==> src/rtl/uart_receiver.sv <==
// UART receiver: 2-flop synchronized serial input, mid-bit sampling, optional parity,
// framing-error detection with a break state that waits for the line to return high.
module uart_receiver #(
    parameter int unsigned DATA_LENGTH  = 8,
    parameter int unsigned PARITY_EN    = 0,
    parameter int unsigned CLKS_PER_BIT = 20
) (
    input  logic                   tx_clk,
    input  logic                   rst,
    input  logic                   serial_in,
    input  logic                   parity_type,
    output logic [DATA_LENGTH-1:0] data_out,
    output logic                   data_valid,
    output logic                   parity_err,
    output logic                   frame_err,
    output logic                   busy
);

    localparam int unsigned CNT_W = (CLKS_PER_BIT > 2) ? $clog2(CLKS_PER_BIT) : 1;
    localparam int unsigned BIT_W = $clog2(DATA_LENGTH + 1);
    localparam logic [CNT_W-1:0] CNT_HALF = CNT_W'(CLKS_PER_BIT / 2 - 1);
    localparam logic [CNT_W-1:0] CNT_LAST = CNT_W'(CLKS_PER_BIT - 1);
    localparam logic [BIT_W-1:0] BIT_LAST = BIT_W'(DATA_LENGTH - 1);

    typedef enum logic [2:0] {
        StIdle,
        StStart,
        StData,
        StParity,
        StStop,
        StBreak
    } state_t;

    state_t                   state;
    logic                     sync_meta;
    logic                     rxs;
    logic                     rxs_d;
    logic [CNT_W-1:0]         cnt;
    logic [BIT_W-1:0]         bit_cnt;
    logic [DATA_LENGTH-1:0]   shift;
    logic                     par_bad;
    logic                     par_calc;

    always_ff @(posedge tx_clk or posedge rst) begin
        if (rst) begin
            sync_meta <= 1'b1;
            rxs       <= 1'b1;
            rxs_d     <= 1'b1;
        end else begin
            sync_meta <= serial_in;
            rxs       <= sync_meta;
            rxs_d     <= rxs;
        end
    end

    always_comb begin
        par_calc = parity_type ? ~^shift : ^shift;
    end

    // cnt restarts at every sample point, so each sample lands one full bit after the last.
    always_ff @(posedge tx_clk or posedge rst) begin
        if (rst) begin
            state      <= StIdle;
            cnt        <= '0;
            bit_cnt    <= '0;
            shift      <= '0;
            par_bad    <= 1'b0;
            data_out   <= '0;
            data_valid <= 1'b0;
            parity_err <= 1'b0;
            frame_err  <= 1'b0;
        end else begin
            data_valid <= 1'b0;
            unique case (state)
                StIdle: begin
                    if (rxs_d && !rxs) begin
                        state   <= StStart;
                        cnt     <= '0;
                        bit_cnt <= '0;
                    end
                end
                StStart: begin
                    if (cnt == CNT_HALF) begin
                        cnt   <= '0;
                        state <= rxs ? StIdle : StData;
                    end else begin
                        cnt <= cnt + CNT_W'(1);
                    end
                end
                StData: begin
                    if (cnt == CNT_LAST) begin
                        cnt   <= '0;
                        shift <= {rxs, shift[DATA_LENGTH-1:1]};
                        if (bit_cnt == BIT_LAST) begin
                            state <= (PARITY_EN != 0) ? StParity : StStop;
                        end else begin
                            bit_cnt <= bit_cnt + BIT_W'(1);
                        end
                    end else begin
                        cnt <= cnt + CNT_W'(1);
                    end
                end
                StParity: begin
                    if (cnt == CNT_LAST) begin
                        cnt     <= '0;
                        par_bad <= (rxs != par_calc);
                        state   <= StStop;
                    end else begin
                        cnt <= cnt + CNT_W'(1);
                    end
                end
                StStop: begin
                    if (cnt == CNT_LAST) begin
                        cnt        <= '0;
                        data_out   <= shift;
                        data_valid <= 1'b1;
                        parity_err <= (PARITY_EN != 0) ? par_bad : 1'b0;
                        frame_err  <= !rxs;
                        state      <= rxs ? StIdle : StBreak;
                    end else begin
                        cnt <= cnt + CNT_W'(1);
                    end
                end
                StBreak: begin
                    if (rxs) begin
                        state <= StIdle;
                    end
                end
                default: state <= StIdle;
            endcase
        end
    end

    assign busy = (state != StIdle);

endmodule

==> config.mk <==
export PLATFORM = sky130hd
export DESIGN_NAME = uart_receiver
export DESIGN_NICKNAME = d
export VERILOG_FILES = /design/src/rtl/uart_receiver.sv
export SDC_FILE = /design/constraint.sdc
export NUM_CORES = 1
export LEC_CHECK = 0
export BUFFER_PORTS_ARGS = -buffer_cell sky130_fd_sc_hd__clkbuf_2
export CORE_UTILIZATION = 40
export DETAILED_ROUTE_END_ITERATION = 16
export GPL_TIMING_DRIVEN = 0
export PLACE_DENSITY_LB_ADDON = 0.25
export SETUP_SLACK_MARGIN = 0.3
export SLEW_MARGIN = 0
export SYNTH_ARGS = -nofsm -noshare
export SYNTH_HDL_FRONTEND = slang
export SYNTH_SLANG_ARGS = --single-unit
==> constraint.sdc <==
create_clock -name tx_clk -period 3.5 [get_ports tx_clk]
set_clock_uncertainty 0.05 [all_clocks]
set_input_delay 0.175 -clock tx_clk [delete_from_list [all_inputs] [get_ports tx_clk]]
set_output_delay 0.175 -clock tx_clk [all_outputs]
set_load 0.005 [all_outputs]
==> flow_summary.toml, run 1 <==
[sta]
setup_viol = 0
layout_setup_ws_ps = 1560
final.min_clock_period_ps = 1940
final_max_slew_viol_count = 0
relSlewSlack = 0.654
grt_setup_unrepaired = "false"
fmax_ghz = 0.517
tns_ps = 0
worst_pin_slew_ps = 512
hold_viol = 0
period_share = 0.553

[worst_setup_path]
cp.depth = 6
crit_start = "cnt[0]"
cp_top_family = "flip-flops"
cp_data_arrival_time_ps = 2060
r2r_setup_slack_ps = 1560
rr_worst_depth = 6
max_stage_delay_ps = 430
timing.rr.start = "cnt[0]"
setup.worst_path.class = "reg2reg"
crit_path_max_fanout = 10
critical_path_buf_inv_count = 2
slowest_stage = "dfrtp_1"
endpoint_kind = "flip-flop"
cp_data_required_time_ps = 3620
r2r-end = "data_out[7]"
worstPathCellList = "ha_1 -> and4bb_1 -> buf_4 -> nand3_2 -> buf_2 -> mux2_2"
critical_path.startpoint_type = "flip-flop"

[floorplanning]
coreArea_mm2 = 0.00372
die-area_mm2 = 0.00417
core.rowCount = 22
die_h_um = 64.6
start_util = 0.422
io-pin-count = 16
die_w_um = 64.6

[clocking]
htreeDepth = 2
cts_buffers = 5
clockBufferDepth = 2
root_buffer = "clkbuf_8"
cts_sinks = 33
cts_tree = "built"
clkTransAtPathRegs_ps = 70
clock_latency_ps = 280

[logic_synthesis]
seq_area_frac_synth = 0.530
synth_top_area_share = 0.479
synth_nets = 143
synth_top_area_cell = "dfrtp_1"
synth_seq_cells = 33
synthCells = 136
syn-mean-instance-area_um2 = 11.5
synth_edf_count = 0
synth-main-ff-cell = "dfrtp_1"
netlist_area_mm2 = 0.00157
synthArstFlopShare = 1.00
synthTopCellsByArea = "dfrtp_1 (48%), mux2_2 (12%), dfstp_2 (5.0%), o21ai_0 (2.6%), ha_1 (2.4%)"
synth_cell_types = 42
yosys_warnings = 0

[flow_run]
drv_cap = 0

[final_layout]
n_antenna_cell = 0
final_common_cell = "dfrtp_1"
area.growth.synth_to_final_pct = 17.9
fill_cells = 341
multi_input_area_um2 = 668
final_cells = 208
drive_gt1_frac = 0.319
mostFrequentLayoutCells = "dfrtp_1 (30), mux2_2 (16), clkbuf_2 (13)"
seq_area_um2 = 830
final_nets = 166

[placed_design]
dp_slack_ps = 1580
portBuffers = 13
dp_cells = 197
gp_congestion = 0.784
hpwl_um = 1930

[outcome]
status = "completed"

[min_path]
hold_path.class = "in2async"

[route]
drc_errors = 0
wl_um = 2800
dr.pass1.iters = 4
ant_nets = 0
drt-wirelength-per-cell_um = 13.4
vias = 1098
first_iter_violations = 32
viasPerCell = 5.28

[global_route]
overflow = 0
grt_start_max_net_pins = 34
antenna_found_initial = 0
grt_pass1_wl_um = 4820
first_global_vias = 989
globalRouteTotalUtil = 0.154

[power_and_ir_drop]
cellLeakagePower_nw = 0.877
ir_drop_mv = 0.293
fin_total_pwr_uw = 898
cellPowerDensity_mw_per_mm2 = 486
-- sequential cells by signal, indices dropped and copies added (netlist names), 3 cells and up --
name,flops
data_out,8
shift,8
cnt,5
bit_cnt,4
state,3
-- layout make-up --
type	instances	share of cell area
tap	48	0.0325
buffer	8	0.0251
multi-input combinational	89	0.362
clock inverter	3	0.0251
clock buffer	5	0.0373
inverter	6	0.0122
sequential	33	0.449
timing repair buffer	16	0.0569
-- stage by stage --
| stage | hold slack [ps] | utilization | area, um2 |
|---|---|---|---|
| 2_1_floorplan | 129 | - | 1570 |
| 3_3_place_gp | 214 | 0.455 | 1690 |
| 3_5_place_dp | 222 | 0.455 | 1690 |
| 4_1_cts | 194 | 0.489 | 1820 |
| 5_1_grt | 280 | 0.497 | 1850 |
| 6_report | 275 | 0.497 | 1850 |
-- power by group --
group / switching, mW / internal (mW) / total, mW
clock: 0.145 / 0.213 / 0.358
sequential: 0.0228 / 0.403 / 0.426
combinational: 0.0659 / 0.0481 / 0.114
total: 0.234 / 0.664 / 0.898
-- per-layer routing --
| layer | vias up | track usage | share of wire |
|---|---|---|---|
| met2 | 20 | 0.241 | 0.49 |
| met5 | - | 0 | 0 |
| met1 | 542 | 0.200 | 0.45 |
| li1 | 531 | - | - |
| met3 | 5 | 0.0528 | 0.046 |
| met4 | 0 | 0.0500 | 0.012 |
-- cell usage after synthesis (all sizes together) (2+ instances only) --
cell type  instances
a41oi              2
nand3b             2
mux2              17
nor2b              3
dfrtp             30
a21oi              2
nand2b             2
nor2               8
o22ai              3
nor3               5
nor3b              2
clkbuf             4
o21ai              8
a31oi              2
dfstp              3
or3b               2
nand4              2
mux2i              2
inv                6
nand2              5
buf                4
ha                 3
nand3              6
-- tightest hold or removal path, stage by stage --
cell,delay (ps)
dlygate4sd3_1,530
clkbuf_2,100
clkinv_1,170
-- timing repair --
item                      in CTS  in global routing
gates resized for setup        0                  0
buffers inserted               0                  0
hold endpoints to repair       1                  6
hold buffers                   1                  1
-- cell families after synthesis --
logic type | count (synthesis) | share of synthesized area
compound gates | 23 | 0.0990
mux | 19 | 0.135
buf+inv | 14 | 0.0439
other cells | 1 | 0.00239
simple gates | 43 | 0.166
flops | 33 | 0.530
fa+ha+maj | 3 | 0.0240
-- worst max path at each step --
| stage | slack [ps] | end |
|---|---|---|
| 2_1_floorplan | 1740 | data_out[0] |
| 3_3_place_gp | 1610 | data_out[0] |
| 3_5_place_dp | 1580 | data_out[3] |
| 4_1_cts | 1550 | data_out[7] |
| 5_1_grt | 1460 | data_out[7] |
| 6_report | 1560 | data_out[7] |
Power figures use the tool's default switching activity.
==> run 2, diff against run 1 <==
- clock period: 3.5 -> 1.76 ns (I/O delays scaled with it)
==> run 2 against run 1 <==
Worst setup slack worse by 1500 ps. Worst hold slack worse by 91 ps. Register-to-register slack worse by 1500 ps. Non-clock buffer count is 15 higher. Sequential power is 99% higher. Via count is 9.3% higher.
==> flow_summary.toml, run 2 (synthesized netlist as in run 1, its figures left out) <==
[outcome]
status = "completed"

[route]
first_iter_violations = 42
drt-wirelength-per-cell_um = 15.4
wl_um = 3440
ant_nets = 0
dr.pass1.iters = 4
vias = 1200
viasPerCell = 5.38
drc_errors = 0

[floorplanning]
core.rowCount = 22
coreArea_mm2 = 0.00372
die_w_um = 64.6
start_util = 0.422
die_h_um = 64.6
die-area_mm2 = 0.00417
io-pin-count = 16

[worst_setup_path]
rr_worst_depth = 6
crit_path_max_fanout = 5
cp_data_required_time_ps = 1880
endpoint_kind = "flip-flop"
cp_data_arrival_time_ps = 1810
r2r-end = "bit_cnt[3]"
r2r_setup_slack_ps = 70
timing.rr.start = "cnt[1]"
setup.worst_path.class = "reg2reg"
critical_path.startpoint_type = "flip-flop"

[sta]
final.min_clock_period_ps = 1690
tns_ps = 0
period_share = 0.961
fmax_ghz = 0.591
grt_setup_unrepaired = "true"
final_max_slew_viol_count = 0
hold_viol = 0
setup_viol = 0

[global_route]
grt_pass1_wl_um = 5560
antenna_found_initial = 0
globalRouteTotalUtil = 0.177
overflow = 0
first_global_vias = 1156
grt_start_max_net_pins = 34

[clocking]
clockBufferDepth = 2
clock_latency_ps = 280
root_buffer = "clkbuf_8"
htreeDepth = 2
clkTransAtPathRegs_ps = 70
cts_sinks = 33
cts_buffers = 5
cts_tree = "built"

[placed_design]
hpwl_um = 2050
gp_congestion = 0.806
portBuffers = 13

[power_and_ir_drop]
fin_total_pwr_mw = 1.95
ir_drop_mv = 0.566
cellPowerDensity_mw_per_mm2 = 913
cellLeakagePower_nw = 1.02

[final_layout]
drive_gt1_frac = 0.491
mostFrequentLayoutCells = "dfrtp_1 (28), clkbuf_2 (13), mux2_2 (11), buf_4 (11), clkbuf_8 (9)"
n_antenna_cell = 0
final_common_cell = "dfrtp_1"
reg_top3 = "data_out (8), shift (8), cnt (5)"
fill_cells = 322
final_nets = 181
area.growth.synth_to_final_pct = 36.5

[min_path]
hold_path.class = "in2async"

[flow_run]
drv_cap = 0
-- run 2: final cells by class --
cell class                      count  area (um2)  share of cell area
Multi-Input combinational cell     89         783               0.366
Clock inverter                      1        30.0              0.0140
Buffer                              8        93.8              0.0439
Timing Repair Buffer               31         230               0.108
Clock buffer                        7        86.3              0.0404
Sequential cell                    33         832               0.389
Tap cell                           48        60.1              0.0281
Inverter                            6        22.5              0.0105
-- run 2: what timing repair did --
item | CTS | global route
hold buffers | 1 | 1
pin swaps | 5 | 5
gates resized for setup | 19 | 30
endpoints found under the setup margin | 29 | 31
cloned | 1 | 1
hold endpoints to repair | 1 | 32
setup buffers | 11 | 2
-- run 2: worst max path at each step --
stage,cells past startpoint,from,slack (ps),endpoint
final,6,cnt[1],70,bit_cnt[3]
after global routing,6,cnt[1],20,bit_cnt[3]
after CTS,6,cnt[3],90,bit_cnt[3]
after detailed placement,6,cnt[1],-20,cnt[4]
after global placement,6,cnt[0],60,bit_cnt[3]
after floorplan,6,cnt[0],120,bit_cnt[3]
-- run 2: metrics by stage --
step	worst slack (ps)	utilization	hold slack (ps)	cells	area [um2]
after floorplan	121	-	42.5	136	1590
after global placement	56.7	0.463	126	197	1720
after detailed placement	-23.9	0.463	129	197	1720
after CTS	85.3	0.539	110	218	2000
after global routing	25.0	0.575	207	223	2140
final	68.0	0.575	184	223	2140
-- run 2: worst max-delay path, stage by stage, from the launching register on --
cell	delay (ps)
dfrtp_1	370
ha_2	190
and4bb_1	250
buf_6	150
nand3_2	70
mux2_4	300
a22o_1	200
-- run 2: power by group --
| part | switching [mW] | internal, mW |
|---|---|---|
| combinational | 0.190 | 0.183 |
| sequential | 0.0435 | 0.804 |
| clock | 0.269 | 0.461 |
-- run 2: layer usage --
| metal | GRT usage | up-vias | routed length [um] |
|---|---|---|---|
| met5 | 0 | - | 0 |
| met2 | 0.291 | 30 | 1840 |
| met3 | 0.0546 | 2 | 127 |
| met1 | 0.227 | 605 | 1460 |
| li1 | - | 563 | - |
| met4 | 0.0417 | 0 | 14 |
